File: src/rtl/pipe_hazard_ctrl.sv
// Hazard and sequencing controller for the IF/ID/EX/WB integer pipeline.
// Keeps a shadow of the EX and WB destination registers, stalls ID on RAW
// hazards, and sequences boot-hold, halt/drain and resume of the pipeline.

module pipe_hazard_ctrl #(
  parameter int REG_AW    = 5,
  parameter int BOOT_CYC  = 2,
  parameter bit WB_BYPASS = 1'b0,
  parameter int CNT_W     = 16
) (
  input  logic              clk,
  input  logic              rst,
  input  logic              id_valid,
  input  logic [REG_AW-1:0] id_rs1,
  input  logic [REG_AW-1:0] id_rs2,
  input  logic              id_use_rs1,
  input  logic              id_use_rs2,
  input  logic              id_regwrite,
  input  logic [REG_AW-1:0] id_rd,
  input  logic              halt_req,
  input  logic              resume,
  output logic              pc_en,
  output logic              ifid_en,
  output logic              idex_bubble,
  output logic              stall,
  output logic              halted,
  output logic [CNT_W-1:0]  stall_cnt
);

  typedef enum logic [1:0] {
    ST_BOOT  = 2'd0,
    ST_RUN   = 2'd1,
    ST_DRAIN = 2'd2,
    ST_HALT  = 2'd3
  } state_t;

  localparam logic [3:0] BOOT_LAST = 4'(BOOT_CYC - 1);

  state_t state, next_state;
  logic [3:0] boot_cnt;

  logic              ex_valid, ex_regwrite;
  logic [REG_AW-1:0] ex_rd;
  logic              wb_valid, wb_regwrite;
  logic [REG_AW-1:0] wb_rd;

  logic ex_live, wb_live;
  logic match_ex, match_wb;
  logic hazard, issue;

  // Match ID sources against the shadow stages; x0 is never a real dependency.
  always_comb begin
    ex_live  = ex_valid & ex_regwrite & (ex_rd != '0);
    wb_live  = wb_valid & wb_regwrite & (wb_rd != '0);
    match_ex = ex_live & ((id_use_rs1 & (ex_rd == id_rs1)) |
                          (id_use_rs2 & (ex_rd == id_rs2)));
    match_wb = wb_live & ((id_use_rs1 & (wb_rd == id_rs1)) |
                          (id_use_rs2 & (wb_rd == id_rs2)));
    hazard   = id_valid & (match_ex | (~WB_BYPASS & match_wb));
    issue    = (state == ST_RUN) & id_valid & ~hazard;
  end

  // Advance the shadow pipeline: a bubble enters EX whenever nothing issues.
  always_ff @(posedge clk or negedge rst) begin
    if (!rst) begin
      ex_valid    <= 1'b0;
      ex_regwrite <= 1'b0;
      ex_rd       <= '0;
      wb_valid    <= 1'b0;
      wb_regwrite <= 1'b0;
      wb_rd       <= '0;
    end else begin
      ex_valid    <= issue;
      ex_regwrite <= issue & id_regwrite;
      ex_rd       <= issue ? id_rd : '0;
      wb_valid    <= ex_valid;
      wb_regwrite <= ex_regwrite;
      wb_rd       <= ex_rd;
    end
  end

  // Boot-hold counter runs only while in BOOT so every reset restarts the hold.
  always_ff @(posedge clk or negedge rst) begin
    if (!rst) begin
      boot_cnt <= '0;
    end else if (state == ST_BOOT) begin
      boot_cnt <= boot_cnt + 4'd1;
    end else begin
      boot_cnt <= '0;
    end
  end

  // Saturating count of RUN cycles lost to a RAW hazard.
  always_ff @(posedge clk or negedge rst) begin
    if (!rst) begin
      stall_cnt <= '0;
    end else if ((state == ST_RUN) && hazard && (stall_cnt != '1)) begin
      stall_cnt <= stall_cnt + 1'b1;
    end
  end

  // State register.
  always_ff @(posedge clk or negedge rst) begin
    if (!rst) begin
      state <= ST_BOOT;
    end else begin
      state <= next_state;
    end
  end

  // Next-state: halt_req only matters in RUN, resume only in HALT.
  always_comb begin
    next_state = state;
    case (state)
      ST_BOOT:  if (boot_cnt == BOOT_LAST) next_state = ST_RUN;
      ST_RUN:   if (halt_req) next_state = ST_DRAIN;
      ST_DRAIN: if (!ex_valid && !wb_valid) next_state = ST_HALT;
      ST_HALT:  if (resume) next_state = ST_RUN;
      default:  next_state = ST_BOOT;
    endcase
  end

  // Output decode: everything outside RUN freezes fetch and feeds bubbles.
  always_comb begin
    pc_en       = 1'b0;
    ifid_en     = 1'b0;
    idex_bubble = 1'b1;
    stall       = 1'b0;
    halted      = 1'b0;
    case (state)
      ST_RUN: begin
        stall       = hazard;
        pc_en       = ~hazard;
        ifid_en     = ~hazard;
        idex_bubble = hazard | ~id_valid;
      end
      ST_HALT: halted = 1'b1;
      default: ;
    endcase
  end

endmodule

File: config.mk
export PLATFORM = sky130hd
export DESIGN_NAME = pipe_hazard_ctrl
export DESIGN_NICKNAME = d
export VERILOG_FILES = /design/src/rtl/pipe_hazard_ctrl.sv
export SDC_FILE = /design/constraint.sdc
export NUM_CORES = 1
export LEC_CHECK = 0
export ABC_AREA = 0
export CAP_MARGIN = 20
export CORE_AREA = 4 4 73 75
export CTS_BUF_LIST = sky130_fd_sc_hd__clkbuf_8
export DETAILED_ROUTE_END_ITERATION = 12
export DIE_AREA = 0 0 77 79
export GPL_ROUTABILITY_DRIVEN = 0
export PLACE_DENSITY = 0.65
export SLEW_MARGIN = 20
export SYNTH_ARGS = -nofsm -noshare
export SYNTH_HDL_FRONTEND = slang
export SYNTH_SLANG_ARGS = --single-unit
File: constraint.sdc
create_clock -name clk -period 6.3 [get_ports clk]
set_clock_uncertainty 0.2 [all_clocks]
set_input_delay 0.63 -clock clk [delete_from_list [all_inputs] [get_ports clk]]
set_output_delay 0.63 -clock clk [all_outputs]
set_load 0.01 [all_outputs]
# Word-level counts from Yosys, hierarchy flattened
# Index checks and enable logic that the tools add are counted.
totals:
  regBits: 36
  in_bits: 23
  output_inout_bits: 21
  wordCells: 64
op_classes:
  add_sub_neg: 2
  n_eq_ne: 13
  n_mux: 11
  bitwise_logic: 20
  n_reduce_logical: 9
ops:
  columns: ["op", "n"]
  rows:
  - ["== test 5 bit", 4]
  - ["adder 16 x 1 -> 16 bit (second input constant)", 1]
  - ["inequality test 16 bit (second input constant)", 1]
  - ["AND 1 bit", 14]
  - ["nonzero test 5 bit", 2]
  - ["two-way mux 2 bit", 4]
  - ["case mux 2 bit (4 select lines)", 1]
  - ["inequality test 2 bit (second input constant)", 3]
  - ["two-way mux 5 bit", 1]
  - ["adder 4 x 1 -> 4 bit (second input constant)", 1]
  - ["== test 2 bit (second input constant)", 2]
  - ["== test 4 x 1 -> 1 bit (second input constant)", 1]
  - ["two-way mux 1 bit", 4]
  - ["two-way mux 4 bit", 1]
  - ["bitwise OR 1 bit", 4]
  - ["AND reduction 4 bit", 1]
  - ["logical AND 1 bit", 3]
  - ["== test 2 x 1 -> 1 bit (second input constant)", 1]
  - ["logical NOT 1 bit", 2]
  - ["logical NOT 2 bit", 1]
  - ["inequality test 2 x 1 -> 1 bit (second input constant)", 1]
  - ["inverter 1 bit", 2]

# Depth between registers and ports, before layout
# Gate-level depths: netlist of the first run.
depth:
  ltp_word: 9
  mapped_depth: 8
  ltp_nobuf: 7

# Worst setup path after synthesis of the first run
# Ideal clock, no wire load.
synth_timing:
  path_kind: "flip-flop to output port"
  startpoint: "register ex_rd[0]"
  endpoint: "output pc_en"
  arrival_ns: 1.853
  t_required_ns: 5.470
  slack_ns: 3.617
  stages_incl_launch_ff: 6
  path_buffers: 1
  cell_sequence: "dfrtp_1 > or3_1 > o311a_1 > a22o_1 > a21boi_0 > buf_4"
synth_via:
  elab_chain_cells: 8
  elab_cells_between_ends: 12
  cone_classes: "2 x eq/ne; 1 x mux; 8 x bitwise; 1 x reduce/logical"
synth_lines:
  columns: ["item", "line", "rtl"]
  rows:
  - ["from (decl)", "43", "logic [REG_AW-1:0] ex_rd;"]
  - ["from (signal assigned)", "75", "ex_rd <= issue ? id_rd : '0;"]
  - ["== test 5 bit (on tied branches)", "55, 56", null]
  - ["AND 1 bit (on tied branches)", "55, 56", null]
  - ["bitwise OR 1 bit", "55", "match_ex = ex_live & ((id_use_rs1 & (ex_rd == id_rs1)) |"]
  - ["AND 1 bit (*)", "55", null]
  - ["bitwise OR 1 bit (*)", "59", "hazard = id_valid & (match_ex | (~WB_BYPASS & match_wb));"]
  - ["AND 1 bit (*)", "59", null]
  - ["inverter 1 bit (*)", null, null]
  - ["two-way mux 1 bit (*)", null, null]
  - ["to (decl)", "22", "output logic pc_en,"]
# Every way passes the cells marked *; elsewhere a longest branch is shown, timed or not.

# Final worst setup path of the first run
layout_timing:
  startpoint: "input id_rs2[3]"
  endpoint: "output idex_bubble"
layout_via:
  elab_chain_cells: 8
  elab_cells_between_ends: 12
  cone_classes: "2 x eq/ne; 1 x mux; 9 x bitwise"
layout_lines:
  columns: ["item", "line", "rtl"]
  rows:
  - ["from (decl)", "15", "input logic [REG_AW-1:0] id_rs2,"]
  - ["== test 5 bit (on tied branches)", "56, 58", null]
  - ["AND 1 bit (on tied branches)", "56, 58", null]
  - ["bitwise OR 1 bit (on tied branches)", "55, 57", null]
  - ["AND 1 bit (on tied branches)", "55, 57", null]
  - ["bitwise OR 1 bit (*)", "59", null]
  - ["AND 1 bit (*)", "59", null]
  - ["bitwise OR 1 bit (*)", "135", "idex_bubble = hazard | ~id_valid;"]
  - ["two-way mux 1 bit (*)", "130", "case (state)"]
  - ["to (decl)", "24", "output logic idex_bubble,"]
# Marked as above.

==> results.toml, run 1 <==
[min_path]
worst_hold_path_type = "flip-flop to flip-flop"

[cells_and_area]
design_area_sq_mm = 0.00240
fin_nets = 247
final_layout_size_suffix_gt1_share_pct = 5.99
diodes = 0
synthToLayoutAreaGrowth_pct = 30.8
fin_cells = 271

[synthesis]
async_reset_ff_share_pct = 100
seq_area_frac_synth_pct = 49.1
synth_largest_area_cell = "dfrtp_1"
synth.avg_cell_area_sq_um = 10.9
ys.warnings.count = 0
syn-num-nets = 198
synth_edf_count = 0
yosysTopAreaCellShare_pct = 49.1
synth.distinct_cells = 32
yosysMostFrequentCell = "dfrtp_1"
synthFlopType = "dfrtp_1"
ys_seq_elements = 36
yosys-top-cells-area = "dfrtp_1, xnor2_1, xor2_1"
synth_cells = 168
netlist_area_sq_mm = 0.00183
synthTopCellsByCount = "dfrtp_1, xnor2_1, nand2_1"

[power_and_ir_drop]
leakage_uw = 0.00111
p_per_area_mw_per_mm2 = 246
ir_worst_vdd_mv = 0.0958
finalPower_uw = 590

[placed_design]
dpl-instance-area_sq_mm = 0.00232
hpwlAfterDp_mm = 2.67
dp.cells = 264
numPortBuffers = 43

[route]
first_iter_violations = 58
wl_per_cell_um = 12.9
drc = 0
wl_met2_mm = 1.56
met3_length_um = 174
vias = 1329
drtPass1Iterations = 4
viasPerCell = 4.90
highest_layer = "met4"
postRouteWirelength_mm = 3.50
ant_nets = 0
wl_met1_mm = 1.71

[global_routing]
grt_first_pass_wirelength_mm = 6.35
antenna_found_initial = 0
grt_max_degree = 37
grt_pass1_vias = 1412
grtUsageTotal_pct = 13.0
grt-ovfl-total = 0

[clock_network]
cts_buffer_depth = 2
cts_hold_buf = 0
clkTransAtPathRegs_ns = 0.07
post_cts_buffers = 0
cts_made_buffers = 5
ctsHtreeMaxLevel = 2
tritoncts = "built"
cts-resized-gates = 0
cts_sinks = 36
clock_tree.root_cell = "clkbuf_8"
clk_latency_ns = 0.28

[sta]
rsz0062_at_grt = "no"
finalSetupTns_ns = 0
relSlewSlack_pct = 67.5
fin_crit_ns = 3.49
min_period_over_period_pct = 55.4
hold_viol_final = 0
fmax_mhz = 286
slew_viol_final = 0
report.final.setup_viol = 0
worstMarginPinSlew_ns = 0.487

[critical_path]
startpoint_type = "input port"
worstPathCellList = "clkdlybuf4s50_1, xnor2_1, nand4_1, o22ai_1, a22o_1, nor2_1, inv_1, clkdlybuf4s50_1"
crit_fanout = 8
cp_common_cell = "clkdlybuf4s50_1"
critPathArrivalTime_ns = 2.66
end_kind = "output pin"
cp_top_family = "buffers and inverters"
crit_buf_inv = 3
critical_path_required_ns = 5.47
cp_slowest_cell = "clkdlybuf4s50_1"
setup.worst_path.class = "input port to output pin"
cpPeakStageDelay_ns = 0.52
worst-r2r-setup-slack_ns = 3.79

[floorplanning]
die_area_sq_mm = 0.00608
ioPinCount = 44
die_y_um = 79
die_w_um = 77
design.core.area_sq_mm = 0.00466
rows = 25
initial_core_util_pct = 39.3

[job]
maxCapViolations = 0

[outcome]
status = "completed"
routing by layer:
layer	vias to the layer above	track usage, %
met4	0	4.80
li1	657	-
met2	25	20.2
met1	642	17.1
met3	5	3.97
met5	-	0
cells by family (layout without fill, tap and decap cells):
| family | count (synthesis) | in the layout | share of synthesized area [%] |
|---|---|---|---|
| AO/OA/AOI/OAI | 10 | 10 | 4.85 |
| XOR/XNOR | 37 | 37 | 17.7 |
| adder cells (fa/ha/maj) | 7 | 7 | 4.78 |
| buffers and inverters | 10 | 59 | 2.66 |
| flip-flops | 36 | 36 | 49.1 |
| multiplexers | 2 | 2 | 1.43 |
| AND/OR/NAND/NOR | 66 | 66 | 19.5 |
cell usage in the layout (no fill, tap or decap):
| master | n |
|---|---|
| a21boi_0 | 1 |
| a22o_1 | 1 |
| a22oi_4 | 1 |
| and2_1 | 9 |
| and3_1 | 1 |
| buf_4 | 1 |
| clkbuf_8 | 5 |
| clkdlybuf4s50_1 | 43 |
| clkinv_2 | 1 |
| dfrtp_1 | 36 |
| ha_1 | 7 |
| inv_1 | 9 |
| mux2_2 | 1 |
| mux2_4 | 1 |
| nand2_1 | 15 |
| nand2b_1 | 1 |
| nand3_1 | 5 |
| nand4_1 | 7 |
| nor2_1 | 7 |
| nor2_2 | 1 |
| nor2b_1 | 3 |
| nor2b_4 | 1 |
| nor3_1 | 9 |
| nor3_2 | 1 |
| nor3b_1 | 1 |
| o2111ai_1 | 1 |
| o21ai_0 | 2 |
| o22ai_1 | 2 |
| o311a_1 | 2 |
| or3_1 | 3 |
| or3b_1 | 1 |
| or4_1 | 1 |
| xnor2_1 | 24 |
| xor2_1 | 13 |
report_power, final:
part / internal (uW) / switching [uW] / total, uW
clock: 73.4 / 73.5 / 147
combinational: 86.5 / 68.8 / 155
sequential: 259 / 28.3 / 287
total: 419 / 171 / 590
sequential cells by signal (all words and copies together), names as in the netlist:
name	flops
wb_valid	1
ex_rd	5
ex_regwrite	1
ex_valid	1
wb_rd	5
boot_cnt	4
wb_regwrite	1
state	2
stall_cnt	16
worst paths after layout:
kind | to | cells past startpoint | from
worst max-delay path | idex_bubble | 8 | id_rs2[3]
worst min-delay path | wb_regwrite | 0 | ex_regwrite
worst max register to register | stall_cnt[1] | 6 | ex_rd[0]
worst min register to register | wb_regwrite | 0 | ex_regwrite
max in group asynchronous | stall_cnt[15] | 2 | rst
min in group asynchronous | ex_rd[0] | 2 | rst
layout make-up:
cell class                 count  area (sq um)
inverter                       8          30.0
tap                           54          67.6
sequential                    36           901
clock buffer                   5          68.8
fill                         437          2260
timing repair buffer          44           438
clock inverter                 2          8.76
multi-input combinational    122           883
metrics by stage:
stage | hold slack [ns] | utilization (%) | worst slack (ns)
floorplan | 0.134 | - | 3.62
global placement | 0.166 | 49.8 | 2.83
detailed placement | 0.175 | 49.8 | 2.79
CTS | 0.198 | 51.4 | 2.78
global route | 0.210 | 51.4 | 2.65
finish | 0.193 | 51.4 | 2.81
Note: power is estimated with default switching activity, not from simulation.
==> run 2: changes to the inputs <==
==> constraint.sdc (replaced) <==
create_clock -name clk -period 3.4 [get_ports clk]
set_clock_uncertainty 0.2 [all_clocks]
set_input_delay 0.34 -clock clk [delete_from_list [all_inputs] [get_ports clk]]
set_output_delay 0.34 -clock clk [all_outputs]
set_load 0.01 [all_outputs]
==> results.toml, run 2 (synthesis gave the netlist of run 1 again) <==
[sta]
relSlewSlack_pct = 70.9
slew_viol_final = 0
setup_slack_ns = 0.356
hold_ws_ns = 0.180
min_period_over_period_pct = 89.5
finalSetupTns_ns = 0
hold_viol_final = 0
rsz0062_at_grt = "no"
report.final.setup_viol = 0
worstMarginPinSlew_ns = 0.437
fin_crit_ns = 3.04
fmax_mhz = 328

[floorplanning]
initial_core_util_pct = 39.3
rows = 25
die_area_sq_mm = 0.00608
ioPinCount = 44
design.core.area_sq_mm = 0.00466
die_y_um = 79
die_w_um = 77

[critical_path]
worst-r2r-setup-slack_ns = 0.94
worstPathCellList = "or3_1, o311a_1, a22o_1, a21boi_0, clkdlybuf4s50_1"
cp_slowest_cell = "clkdlybuf4s50_1"
rr_endpoint = "stall_cnt[1]"
critical_path_required_ns = 2.86
r2r_start = "ex_rd[0]"
reg2reg_depth = 7
end_kind = "output pin"
crit_fanout = 4
setup.worst_path.class = "flip-flop to output pin"
critPathArrivalTime_ns = 2.50
startpoint_type = "flip-flop"
cpPeakStageDelay_ns = 0.58

[power_and_ir_drop]
intPower_uw = 804
leakage_uw = 0.00113
clockPowerShare_pct = 26.2
p_per_area_mw_per_mm2 = 463
switching_share_pct = 28.3
pwr-share-comb_pct = 26.4
pwr-share-seq_pct = 47.5
p_sw_uw = 318
ir_worst_vdd_mv = 0.256

[clock_network]
cts-resized-gates = 0
clock_tree.root_cell = "clkbuf_8"
cts_sinks = 36
post_cts_buffers = 0
clk_latency_ns = 0.28
clkTransAtPathRegs_ns = 0.06
tritoncts = "built"
cts_buffer_depth = 2
ctsHtreeMaxLevel = 2
cts_hold_buf = 0
cts_made_buffers = 5

[route]
drc = 0
drtPass1Iterations = 4
ant_nets = 0
wl_per_cell_um = 12.9
postRouteWirelength_mm = 3.53
viasPerCell = 4.76
vias = 1305
first_iter_violations = 26

[cells_and_area]
fin_nets = 249
final_common_cell = "clkdlybuf4s50_1"
design_area_sq_mm = 0.00242
n_fill_cell = 425
largest-register = "stall_cnt"
largestRegisters = "stall_cnt (16), ex_rd (5), wb_rd (5)"
diodes = 0
largest_reg_flops = 16
fin_util_pct = 52.0
synthToLayoutAreaGrowth_pct = 32.3
final_layout_size_suffix_gt1_share_pct = 6.82
final_cell_mix = "clkdlybuf4s50_1, dfrtp_1, xnor2_1, nand2_1, xor2_1"

[global_routing]
antenna_found_initial = 0
grt-ovfl-total = 0
grt_first_pass_wirelength_mm = 6.15
grt_pass1_vias = 1310
grt_max_degree = 37
grtUsageTotal_pct = 12.9

[placed_design]
place_ws_ns = 0.551
numPortBuffers = 43
dpl-instance-area_sq_mm = 0.00233
hpwlAfterDp_mm = 2.72

[min_path]
min_delay_worst_endpoint = "wb_regwrite"
worst_hold_path_type = "flip-flop to flip-flop"
min_path_cells = 0
hp-start = "ex_regwrite"

[outcome]
status = "completed"

[job]
maxCapViolations = 0
==> run 2: cell count changes in the layout (fill, tap and decap cells not counted), sizes merged <==
cell / delta
buf: +2
inv: +1
clkinv: -1
clkbuf: +1
==> run 2: metal layers <==
metal | track usage, % | up-vias | share of wire, %
met4 | 5.34 | 0 | 1.8
met2 | 19.1 | 25 | 44
met1 | 16.9 | 609 | 49
met3 | 4.99 | 7 | 5.1
met5 | 0 | - | 0
li1 | - | 664 | -
==> run 2: power by group through the flow <==
stage	registers, uW	logic [uW]	clock network (uW)
final	533	296	294
after global routing	542	333	330
after CTS	534	303	306
after detailed placement	542	303	0
after global placement	539	297	0
after floorplan	527	189	0
==> run 2: per-stage QoR <==
stage          cells  total power, uW
2_1_floorplan    168              716
3_3_place_gp     266              837
3_5_place_dp     266              845
4_1_cts          274             1140
5_1_grt          274             1200
6_report         274             1120
==> run 2: worst max path at each step <==
stage	end	cells after the start	startpoint
final	pc_en	5	ex_rd[0]
after global placement	idex_bubble	8	id_rs2[3]
after floorplan	pc_en	5	ex_rd[0]
after global routing	pc_en	5	ex_rd[0]
after CTS	pc_en	5	ex_rd[0]
after detailed placement	idex_bubble	8	id_rs2[0]
==> run 2: final cells by class <==
class | instances | area (sq um) | share of cell area, %
inverters | 8 | 30.0 | 1.24
clock buffers | 6 | 82.6 | 3.41
repair buffers | 46 | 453 | 18.7
clock inverters | 2 | 7.51 | 0.310
well taps | 54 | 67.6 | 2.79
multi-input cells | 122 | 883 | 36.4
flip-flops and latches | 36 | 901 | 37.2
==> run 2: worst max-delay path, delay by kind of cell, from the launching register on <==
family	cells	cell delay [ns]
compound gates	3	0.81
buf+inv	1	0.58
flops	1	0.44
simple gates	1	0.39
==> patch (flow settings as in run 2) <==
Make the reset (`rst`) synchronous in 4 clocked blocks.
--- a/src/rtl/pipe_hazard_ctrl.sv
+++ b/src/rtl/pipe_hazard_ctrl.sv
@@ -63,3 +63,3 @@
   // Advance the shadow pipeline: a bubble enters EX whenever nothing issues.
-  always_ff @(posedge clk or negedge rst) begin
+  always_ff @(posedge clk) begin
     if (!rst) begin
@@ -82,3 +82,3 @@
   // Boot-hold counter runs only while in BOOT so every reset restarts the hold.
-  always_ff @(posedge clk or negedge rst) begin
+  always_ff @(posedge clk) begin
     if (!rst) begin
@@ -93,3 +93,3 @@
   // Saturating count of RUN cycles lost to a RAW hazard.
-  always_ff @(posedge clk or negedge rst) begin
+  always_ff @(posedge clk) begin
     if (!rst) begin
@@ -102,3 +102,3 @@
   // State register.
-  always_ff @(posedge clk or negedge rst) begin
+  always_ff @(posedge clk) begin
     if (!rst) begin
Check against the original RTL: differs if rst is asserted again (counterexample within 4 cycles, from zero or initial values and one cycle with rst low); with rst held inactive, the same outputs for 10 cycles.
==> patch against run 2 <==
- via count up 19%
- synthesized area down 0.75%
- sequential power down 8.8%
- power down 1.7%
- largest power group unchanged
- count of clock-buffer cells in the layout down 1
- cell area down 0.77%
- sequential cell count unchanged
- wire length up 11%
- worst setup slack worse by 93 ps
- register-to-register slack worse by 50 ps
- combinational power down 22%
- die area unchanged
- critical path depth up 1
==> patch: results (changes against run 2) <==
power:
  pwr-share-seq: 0.441  # -0.034
  p_clk_frac: 0.349  # +0.087
  powerClk_mw: 0.385  # +31%
  ir_drop_v: 0.000217  # -15%
  internal_power_mw: 0.799  # -0.69%
  leakagePower_nw: 0.879  # -22%
synthesis:
  synth_ff_type: "dfxtp_1"
  synth_nets: 234  # +18%
  yosys-top-cells-count: "dfxtp_1, xnor2_1, nand2_1"
  synthArstFlopShare: 0  # -1.00
  synth_area_leaders: "dfxtp_1, xnor2_1, and2_1"
  ys_seq_area_frac: 0.396  # -0.0953
  syn_inst: 204  # +21%
  ys.warnings.count: 0  # unchanged
  synth_cell_type_count: 37  # +16%
cells_and_area:
  nFillCells: 445  # +4.7%
  drive_above_1_share: 0.0480  # -0.0202
  fin_cells: 304  # +11%
  reg_top3: "stall_cnt x16, ex_rd x5, wb_rd x5"
  nets: 279  # +12%
place:
  dpl_cell_area_um2: 2290  # -1.9%
  dp_slack_ps: 486  # -65.2 ps
  port_buffers: 43  # unchanged
  hpwl_um: 2960  # +8.9%
global_route:
  grt_use_total: 0.135  # +0.00583
  grt_pass1_vias: 1507  # +15%
  grt_first_pass_wirelength_um: 6660  # +8.2%
  grt_max_degree: 18  # -51%
  antenna_found_initial: 0  # unchanged
drt:
  vias_per_cell: 5.13  # +7.7%
  drt_iter0_markers: 84  # +220%
  wire_per_inst_um: 12.9  # +0.35%
clock_network:
  clk_latency_ps: 290
  cts_resized: 0  # unchanged
  cts.clk_slew.worst_paths_ps: 80  # +20 ps
  cts_htree_levels: 2  # unchanged
  postCtsSetupRepairBufs: 0  # unchanged
  cts_inserted_buffers: 5  # unchanged
sta:
  worst_slew_pin_slew_ps: 835  # +399 ps
hold_path:
  hold_path_class: "flop to flop"
status:
  status: "finished clean"
setup_path:
  critPathArrivalTime_ps: 2600  # +100 ps
## patch: cell types whose count changed after synthesis, sizes merged, moves of 5 or more
cell / run 2 / this run
or3: 3 / 10
nor3: 10 / 0
o21ai: 2 / 12
dfxtp: 0 / 36
dfrtp: 36 / 0
a21oi: 0 / 11
xor2: 13 / 2
and2: 9 / 15
and3: 1 / 6
## patch: routing by layer
metal	share of wire	vias up	global-route usage
met5	0	-	0
met4	0.014	0	0.0480
met3	0.060	8	0.0408
met2	0.44	37	0.213
met1	0.49	703	0.175
li1	-	811	-
## patch: cell families after synthesis
kind of cell,share of synthesized area
buffers and inverters,0.0392
xor gates and xnor gates,0.111
DFF,0.396
adders and majority gates,0.0481
AOI/OAI and AO/OA,0.140
muxes,0.0220
and+or+nand+nor,0.243
## patch: path summary, 6_finish.rpt
| check | startpoint | to | slack, ps | cells after the start |
|---|---|---|---|---|
| setup / recovery | wb_rd[1] | pc_en | 260 | 6 |
| hold reg to reg | boot_cnt[0] | boot_cnt[0] | 270 | 1 |
| hold / removal | boot_cnt[0] | boot_cnt[0] | 270 | 1 |
| setup reg to reg | stall_cnt[0] | stall_cnt[6] | 890 | 6 |
## patch: critical path, cell delays in order, from the launching register on
cell and delay, ps:
dfxtp_1 350, or4_1 580, o211a_1 260, a22oi_1 350, nor2b_1 80, nor2_1 130
clkdlybuf4s50_1 560
## patch: layout make-up
type	count	area (um2)	area share
clock buffer	5	68.8	0.0286
sequential	36	721	0.300
inverter	8	30.0	0.0125
multi-input combinational	153	1030	0.427
timing repair buffer	45	445	0.185
clock inverter	3	46.3	0.0192
tap	54	67.6	0.0281
